$ cat config.mk
export PLATFORM = sky130hd
export DESIGN_NAME = board_pixel_streamer
export DESIGN_NICKNAME = d
export VERILOG_FILES = /design/src/rtl/tetris_pkg.sv /design/src/rtl/piece_color_lut.sv /design/src/rtl/board_pixel_streamer.sv
export SDC_FILE = /design/constraint.sdc
export NUM_CORES = 1
export LEC_CHECK = 0
export ABC_CLOCK_PERIOD_IN_PS = 4500
export CORE_ASPECT_RATIO = 0.5
export CORE_MARGIN = 5
export CORE_UTILIZATION = 30
export CTS_CLUSTER_SIZE = 30
export DETAILED_ROUTE_END_ITERATION = 8
export PLACE_DENSITY = 0.51
export SLEW_MARGIN = 30
export SYNTH_ARGS = -nofsm -noshare
export SYNTH_HDL_FRONTEND = slang
export SYNTH_SLANG_ARGS = --single-unit
$ cat constraint.sdc
create_clock -name clk -period 4.5 [get_ports clk]
set_clock_uncertainty 0.05 [all_clocks]
set_input_delay 0.9 -clock clk [delete_from_list [all_inputs] [get_ports clk]]
set_output_delay 0.9 -clock clk [all_outputs]
set_load 0.01 [all_outputs]
$ cat src/rtl/tetris_pkg.sv
// Shared piece codes, colours, board defaults and the streamer state type,
// reused by game logic and the renderer.
package tetris_pkg;

    localparam int ROWS_DEF = 12;
    localparam int COLS_DEF = 10;

    localparam logic [3:0] PC_EMPTY  = 4'd0;
    localparam logic [3:0] PC_T      = 4'd1;
    localparam logic [3:0] PC_SQUARE = 4'd2;
    localparam logic [3:0] PC_J      = 4'd3;
    localparam logic [3:0] PC_L      = 4'd4;
    localparam logic [3:0] PC_Z      = 4'd5;
    localparam logic [3:0] PC_S      = 4'd6;
    localparam logic [3:0] PC_LINE   = 4'd7;
    localparam logic [3:0] PC_CURSED = 4'd8;

    localparam logic [7:0] COL_EMPTY  = 8'h00;
    localparam logic [7:0] COL_T      = 8'hF0;
    localparam logic [7:0] COL_SQUARE = 8'hF9;
    localparam logic [7:0] COL_J      = 8'h14;
    localparam logic [7:0] COL_L      = 8'h7F;
    localparam logic [7:0] COL_Z      = 8'h4F;
    localparam logic [7:0] COL_S      = 8'h8F;
    localparam logic [7:0] COL_LINE   = 8'hF3;
    localparam logic [7:0] COL_CURSED = 8'hC0;

    typedef enum logic [1:0] {
        ST_IDLE   = 2'd0,
        ST_LOAD   = 2'd1,
        ST_STREAM = 2'd2,
        ST_DONE   = 2'd3
    } stream_state_e;

endpackage

$ cat src/rtl/piece_color_lut.sv
// Single-cell piece-code to display-colour map; the only place the colour
// table lives, shared by every board-to-colour converter.
module piece_color_lut #(
    parameter int CODE_W  = 4,
    parameter int COLOR_W = 8
) (
    input  logic [CODE_W-1:0]  code_i,
    output logic [COLOR_W-1:0] color_o
);
    import tetris_pkg::*;

    always_comb begin
        color_o = COLOR_W'(COL_EMPTY);
        case (code_i)
            CODE_W'(PC_T):      color_o = COLOR_W'(COL_T);
            CODE_W'(PC_SQUARE): color_o = COLOR_W'(COL_SQUARE);
            CODE_W'(PC_J):      color_o = COLOR_W'(COL_J);
            CODE_W'(PC_L):      color_o = COLOR_W'(COL_L);
            CODE_W'(PC_Z):      color_o = COLOR_W'(COL_Z);
            CODE_W'(PC_S):      color_o = COLOR_W'(COL_S);
            CODE_W'(PC_LINE):   color_o = COLOR_W'(COL_LINE);
            CODE_W'(PC_CURSED): color_o = COLOR_W'(COL_CURSED);
            default:            ;
        endcase
    end

endmodule

$ cat src/rtl/board_pixel_streamer.sv
// Snapshots the board on frame_start, then streams one colour pixel per
// valid/ready handshake in raster order (columns fastest).
module board_pixel_streamer
    import tetris_pkg::*;
#(
    parameter int ROWS    = ROWS_DEF,
    parameter int COLS    = COLS_DEF,
    parameter int CODE_W  = 4,
    parameter int COLOR_W = 8,
    parameter int IDX_W   = 4
) (
    input  logic                        clk,
    input  logic                        rst_n,
    input  logic                        frame_start,
    input  logic [ROWS*COLS*CODE_W-1:0] board,
    output logic                        busy,
    output logic                        px_valid,
    input  logic                        px_ready,
    output logic [IDX_W-1:0]            px_row,
    output logic [IDX_W-1:0]            px_col,
    output logic [COLOR_W-1:0]          px_color,
    output logic                        px_last,
    output logic                        frame_done
);

    stream_state_e     state_q, state_d;
    logic [IDX_W-1:0]  row_q, row_d;
    logic [IDX_W-1:0]  col_q, col_d;
    logic [CODE_W-1:0] snap_q [ROWS][COLS];
    logic              capture;
    logic              at_last_col;
    logic              at_last_row;
    logic [CODE_W-1:0] cur_code;

    assign at_last_col = (col_q == IDX_W'(COLS - 1));
    assign at_last_row = (row_q == IDX_W'(ROWS - 1));

    always_comb begin
        state_d = state_q;
        row_d   = row_q;
        col_d   = col_q;
        capture = 1'b0;
        case (state_q)
            ST_IDLE: begin
                if (frame_start) begin
                    capture = 1'b1;
                    row_d   = '0;
                    col_d   = '0;
                    state_d = ST_LOAD;
                end
            end
            ST_LOAD: state_d = ST_STREAM;
            ST_STREAM: begin
                // px_valid is implied in this state, so ready alone completes a handshake
                if (px_ready) begin
                    if (!at_last_col) begin
                        col_d = col_q + IDX_W'(1);
                    end else if (!at_last_row) begin
                        col_d = '0;
                        row_d = row_q + IDX_W'(1);
                    end else begin
                        state_d = ST_DONE;
                    end
                end
            end
            ST_DONE: state_d = ST_IDLE;
            default: state_d = ST_IDLE;
        endcase
    end

    always_ff @(posedge clk or negedge rst_n) begin
        if (!rst_n) begin
            state_q <= ST_IDLE;
            row_q   <= '0;
            col_q   <= '0;
        end else begin
            state_q <= state_d;
            row_q   <= row_d;
            col_q   <= col_d;
        end
    end

    always_ff @(posedge clk or negedge rst_n) begin
        if (!rst_n) begin
            for (int r = 0; r < ROWS; r++) begin
                for (int c = 0; c < COLS; c++) begin
                    snap_q[r][c] <= '0;
                end
            end
        end else if (capture) begin
            for (int r = 0; r < ROWS; r++) begin
                for (int c = 0; c < COLS; c++) begin
                    snap_q[r][c] <= board[(r*COLS + c)*CODE_W +: CODE_W];
                end
            end
        end
    end

    assign cur_code = snap_q[row_q][col_q];

    piece_color_lut #(
        .CODE_W (CODE_W),
        .COLOR_W(COLOR_W)
    ) u_lut (
        .code_i (cur_code),
        .color_o(px_color)
    );

    // Every status output decodes straight from the state so an async reset clears them at once
    assign px_valid   = (state_q == ST_STREAM);
    assign busy       = (state_q != ST_IDLE);
    assign frame_done = (state_q == ST_DONE);
    assign px_last    = px_valid & at_last_row & at_last_col;
    assign px_row     = row_q;
    assign px_col     = col_q;

endmodule

Word-level counts from Yosys, hierarchy flattened:

Cells that the tools add are included.

* flip-flop bits (word level): 490
* input port bits: 484
* output and inout port bits: 20
* word-level logic and storage cells: 179

* add/sub/neg operators: 2
* order comparisons: 2
* equal/unequal tests: 19
* muxes and demuxes: 23
* bitwise operators: 4
* reduce and logical (&&, ||, !) cells: 6

Operator list (count)
* $bmux W40 S4: 1
* $mux W40: 2
* $pmux W8 S8: 1
* $mux W4: 9
* $bmux W4 S4: 1
* $eq A4 B3 Y1 const B: 4
* $pmux W4 S2: 2
* $eq A4 B4 Y1 const B: 3
* $ge A5 B5 Y1 const B: 2
* $not A4 Y5: 2
* $add A4 B1 Y4 const B: 2
* $eq A4 B2 Y1 const B: 2
* $mux W2: 4
* $pmux W2 S4: 1
* $reduce_and A4 Y1: 2
* $ne A2 B1 Y1 const B: 3
* $reduce_and A5 Y1: 1
* $eq A2 B2 Y1 const B: 2
* $eq A4 B1 Y1 const B: 1
* $ne A2 B2 Y1 const B: 2
* $reduce_bool A2 Y1: 2
* $ne A3 B3 Y1 const B: 1
* $and A1 B1 Y1: 2
* $eq A2 B1 Y1 const B: 1
* other kinds (2): 3

Depth between registers and ports, before layout:

* depth after elaboration: 9
* depth in mapped cells: 13
* depth with buffers taken out: 10

Modules after synthesis:

A second synthesis with hierarchy kept.

* cell total of the unflattened synthesis: 1477
* area total of the unflattened synthesis: 22595.4 µm²

By module, submodules not included
* board_pixel_streamer: times used 1, cells an instance 1448, area an instance 22414.0 µm², sequential area each 12261.8 µm²
* piece_color_lut: times used 1, cells an instance 29, area an instance 181.4 µm², sequential area each 0.0 µm²

Worst setup path before layout:

Ideal clock, no wire load.

* path type: register to output
* start: register row_q[0], in the netlist px_row[0]
* end: output port px_color[2]
* data arrival time: 2.702 ns
* required time: 3.550 ns
* path slack: 0.848 ns
* stages on the path, launching flop included: 13
* path buffers: 4
* path through: dfrtp_1 -> buf_6 -> buf_6 -> buf_4 -> mux4_2 -> nand2_1 -> o311ai_0 -> a211oi_1 -> a21oi_1 -> a31oi_1 -> buf_4 -> nor3_1 -> nor3_1

* longest elaborated chain between the ends: 9

Ends and longest elaborated chain
* start: declaration: RTL line board_pixel_streamer.sv:27 `logic [IDX_W-1:0] row_q, row_d;`
* start signal: assignment: RTL line board_pixel_streamer.sv:78 `row_q <= row_d;`
* $not A4 Y5 (implied by the code) *: RTL line board_pixel_streamer.sv:99 `assign cur_code = snap_q[row_q][col_q];`
* $bmux W40 S4 *: RTL line board_pixel_streamer.sv:99
* $mux W40 (implied by the code) * (2 in a row): RTL line board_pixel_streamer.sv:99
* $bmux W4 S4 *: RTL line board_pixel_streamer.sv:99
* $mux W4 (implied by the code) * (2 in a row): RTL line board_pixel_streamer.sv:99
* $eq A4 B4 Y1 (tied with other cells): RTL line piece_color_lut.sv:14 `case (code_i)`
* $pmux W8 S8 *: RTL line piece_color_lut.sv:14
* end: declaration: RTL line board_pixel_streamer.sv:21 `output logic [COLOR_W-1:0] px_color,`

Mark *: on every way between the ends. The rest lies on a longest branch, timed or not. The select of a mux whose other input is x is not followed.

Worst setup path after layout:

* start: register row_q[0], in the netlist px_row[0]
* end: output port px_color[5]

The elaborated chain is that of the path after synthesis.

==> flow_metrics.tcl <==
set metrics [dict create \
    status "finished with violations" \
    violations "setup timing" \
    clock_power_share_pct 18.1 \
    syn_area_per_cell_um2 15.5 \
    syn2layout_area_growth_pct 39.5 \
    p_sw_share_pct 33.2 \
    cp_slowest_cell "mux4_2" \
    htreeDepth 2 \
    initial_utilization_pct 30.1 \
    drt_iter0_markers 865 \
    setup_ws_ns -0.177 \
    clock_path_buffers 3 \
    synth_cell_types 60 \
    cts_sinks 490 \
    dpl.cell_count 2961 \
    dpl_cell_area_um2 29200 \
    firstDrtPassIters 5 \
    postRouteAntennaNets 0 \
    core_um2 74800 \
    slew_headroom_pct 48.6 \
    synth-edff-count 0 \
    seq_area_frac_synth_pct 54.4 \
    critPathMaxStageDelay_ns 0.53 \
    dp_hpwl_mm 61.3 \
    worst-path-buf-inv 3 \
    critical_path_class "reg2out" \
    clock_latency_ns 0.59 \
    place_congestion 0.805 \
    path_clk_slew_ns 0.06 \
    setup_viol 6 \
    ys_ff_latch 490 \
    worstSetupEndpointType "primary output" \
    pwr-share-comb_pct 47.1 \
    grt-ovfl-total 0 \
    final_nets 2507 \
    wl_per_cell_um 26.0 \
    grt_max_degree 94 \
    worstPathRequired_ns 3.55 \
    irDropWorstVdd_mv 0.340 \
    rows 71 \
    via_count 14800 \
    utilization_pct 42.0 \
    pwr-share-seq_pct 34.8 \
    cts_tree "yes" \
    grt_pass1_wl_mm 114 \
    slew_violations 0 \
    nFillCells 6895 \
    finalPower_mw 22.9 \
    drc 0 \
    design_area_um2 31400 \
    die_x_um 398 \
    die_h_um 204 \
    track_usage_pct 19.3 \
    hold_ws_ns 0.270 \
    layout_min_cycle_time_ns 4.68 \
    yosysWarnings 0 \
    p_per_area_nw_per_um2 728 \
    ioPinCount 504 \
    max_clock_freq_ghz 0.214 \
    p_sw_mw 7.61 \
    cts_root_buffer "clkbuf_16" \
    cp_cell_sequence "buf_12, buf_16, mux4_2, mux2i_4, o22ai_2, a211oi_4, a21oi_2, a31oi_4, xnor2_2, mux2_4, buf_6" \
    ff2ff_setup_slack_ns 1.88 \
    synthCells 1455 \
    dieArea_um2 81100 \
    crit_family "multiplexers" \
    stdcell_count 3080 \
    arrival_ns 3.73 \
    period_share_pct 104 \
    async_reset_ff_share_pct 100 \
    drive_above_1_share_pct 40.7 \
    worstHoldPathType "in2async" \
    viasPerCell 4.81 \
    synth_ff_type "dfrtp_1" \
    portBuffers 503 \
    leakagePower_nw 12.7 \
    wirelength_mm 80.1 \
    max_slew.worst_pin.slew_ns 0.771 \
    holdBufCountCts 0 \
    p_int_mw 15.3 \
    crit_path_start_kind "register" \
    antenna_found_initial 14 \
    rsz0062_at_grt "yes" \
    hold_viol 0 \
    synth.net_count 1946 \
    layout_commonest_cell "clkdlybuf4s50_1" \
    numCtsBuffers 48 \
    syn_area_um2 22500 \
    cp_max_fo 7 \
    max_cap_viol_count 0 \
    layout_common_cells "clkdlybuf4s50_1, dfrtp_1, mux2_2" \
    grt_pass1_vias 16300 \
]
metal layers:
layer	global-route usage, %	wire (µm)	vias up
met3	2.89	2640	86
met1	23.2	31500	7889
met2	36.4	44300	255
li1	-	-	6584
met4	4.96	1640	4
met5	0	21	-
path summary, 6_finish.rpt:
kind | from | end | depth (start not counted)
worst max-delay path | px_row[0] | px_color[5] | 11
worst min-delay path | rst_n | snap_q[66] | 1
worst max register to register | px_col[1] | px_row[3] | 11
worst min register to register | snap_q[63] | snap_q[63] | 1
max in group asynchronous | rst_n | px_row[1] | 3
min in group clk | snap_q[63] | snap_q[63] | 1
state kept, by name (all words and copies together), names as in the netlist:
name     cells
px_col       4
px_row       4
snap_q     480
state_q      2
timing repair:
item,4_1_cts,5_1_grt
cloned,5,0
resized for setup,75,23
setup endpoints to repair,8,8
endpoints found under the hold margin,0,0
buffers inserted,19,4
pin swaps,16,16
through the flow:
stage	TNS [ns]	setup WS, ns
final	-0.901	-0.177
after floorplan	0	0.848
after global routing	-1.48	-0.248
after detailed placement	-0.480	-0.155
after global placement	-0.444	-0.139
after CTS	-0.815	-0.153
area by class of cell:
cell class	count	area, µm²	area share, %
Inverter	8	30.0	0.0955
Antenna cell	11	27.5	0.0876
Tap cell	1022	1280	4.07
Sequential cell	490	12300	39.0
Clock buffer	71	1400	4.45
Timing Repair Buffer	617	6360	20.2
Clock inverter	10	158	0.501
Multi-Input combinational cell	851	9910	31.5
kinds of logic after synthesis:
| logic type | count (synthesis) | share of synthesized area [%] |
|---|---|---|
| compound gates | 92 | 2.88 |
| fa+ha+maj | 7 | 0.389 |
| mux | 642 | 37.4 |
| flops | 490 | 54.4 |
| simple gates | 104 | 2.17 |
| xor+xnor | 6 | 0.233 |
| buf+inv | 114 | 2.57 |
Yosys cell counts (8+ instances only):
cell      count  area [µm²]
mux2i_1      48         480
buf_6         9         101
a21oi_1      18        90.1
o21ai_0      18        90.1
buf_4         8        60.1
nand4_1       9        56.3
buf_1         9        33.8
nor2_1       18        67.6
mux2_2      482        5430
nand2_1      43         161
nand3_1      12        60.1
buf_2        17        85.1
dfrtp_1     490       12300
clkbuf_1     61         229
mux4_2      111        2500
power groups by stage:
stage | logic (mW) | registers (mW) | clock network [mW]
floorplan | 6.57 | 7.41 | 0
global placement | 9.70 | 8.04 | 0
detailed placement | 9.82 | 8.04 | 0
CTS | 10.5 | 7.94 | 4.27
global route | 11.5 | 8.20 | 4.46
finish | 10.8 | 7.96 | 4.14
worst register-to-register path, delay by kind of cell, from the launching register on:
family	cells	cell delay (ns)
xor+xnor	1	0.15
buf+inv	2	0.39
compound gates	3	0.81
fa+ha+maj	1	0.16
simple gates	4	0.49
flops	1	0.45
Power figures use the tool's default switching activity.
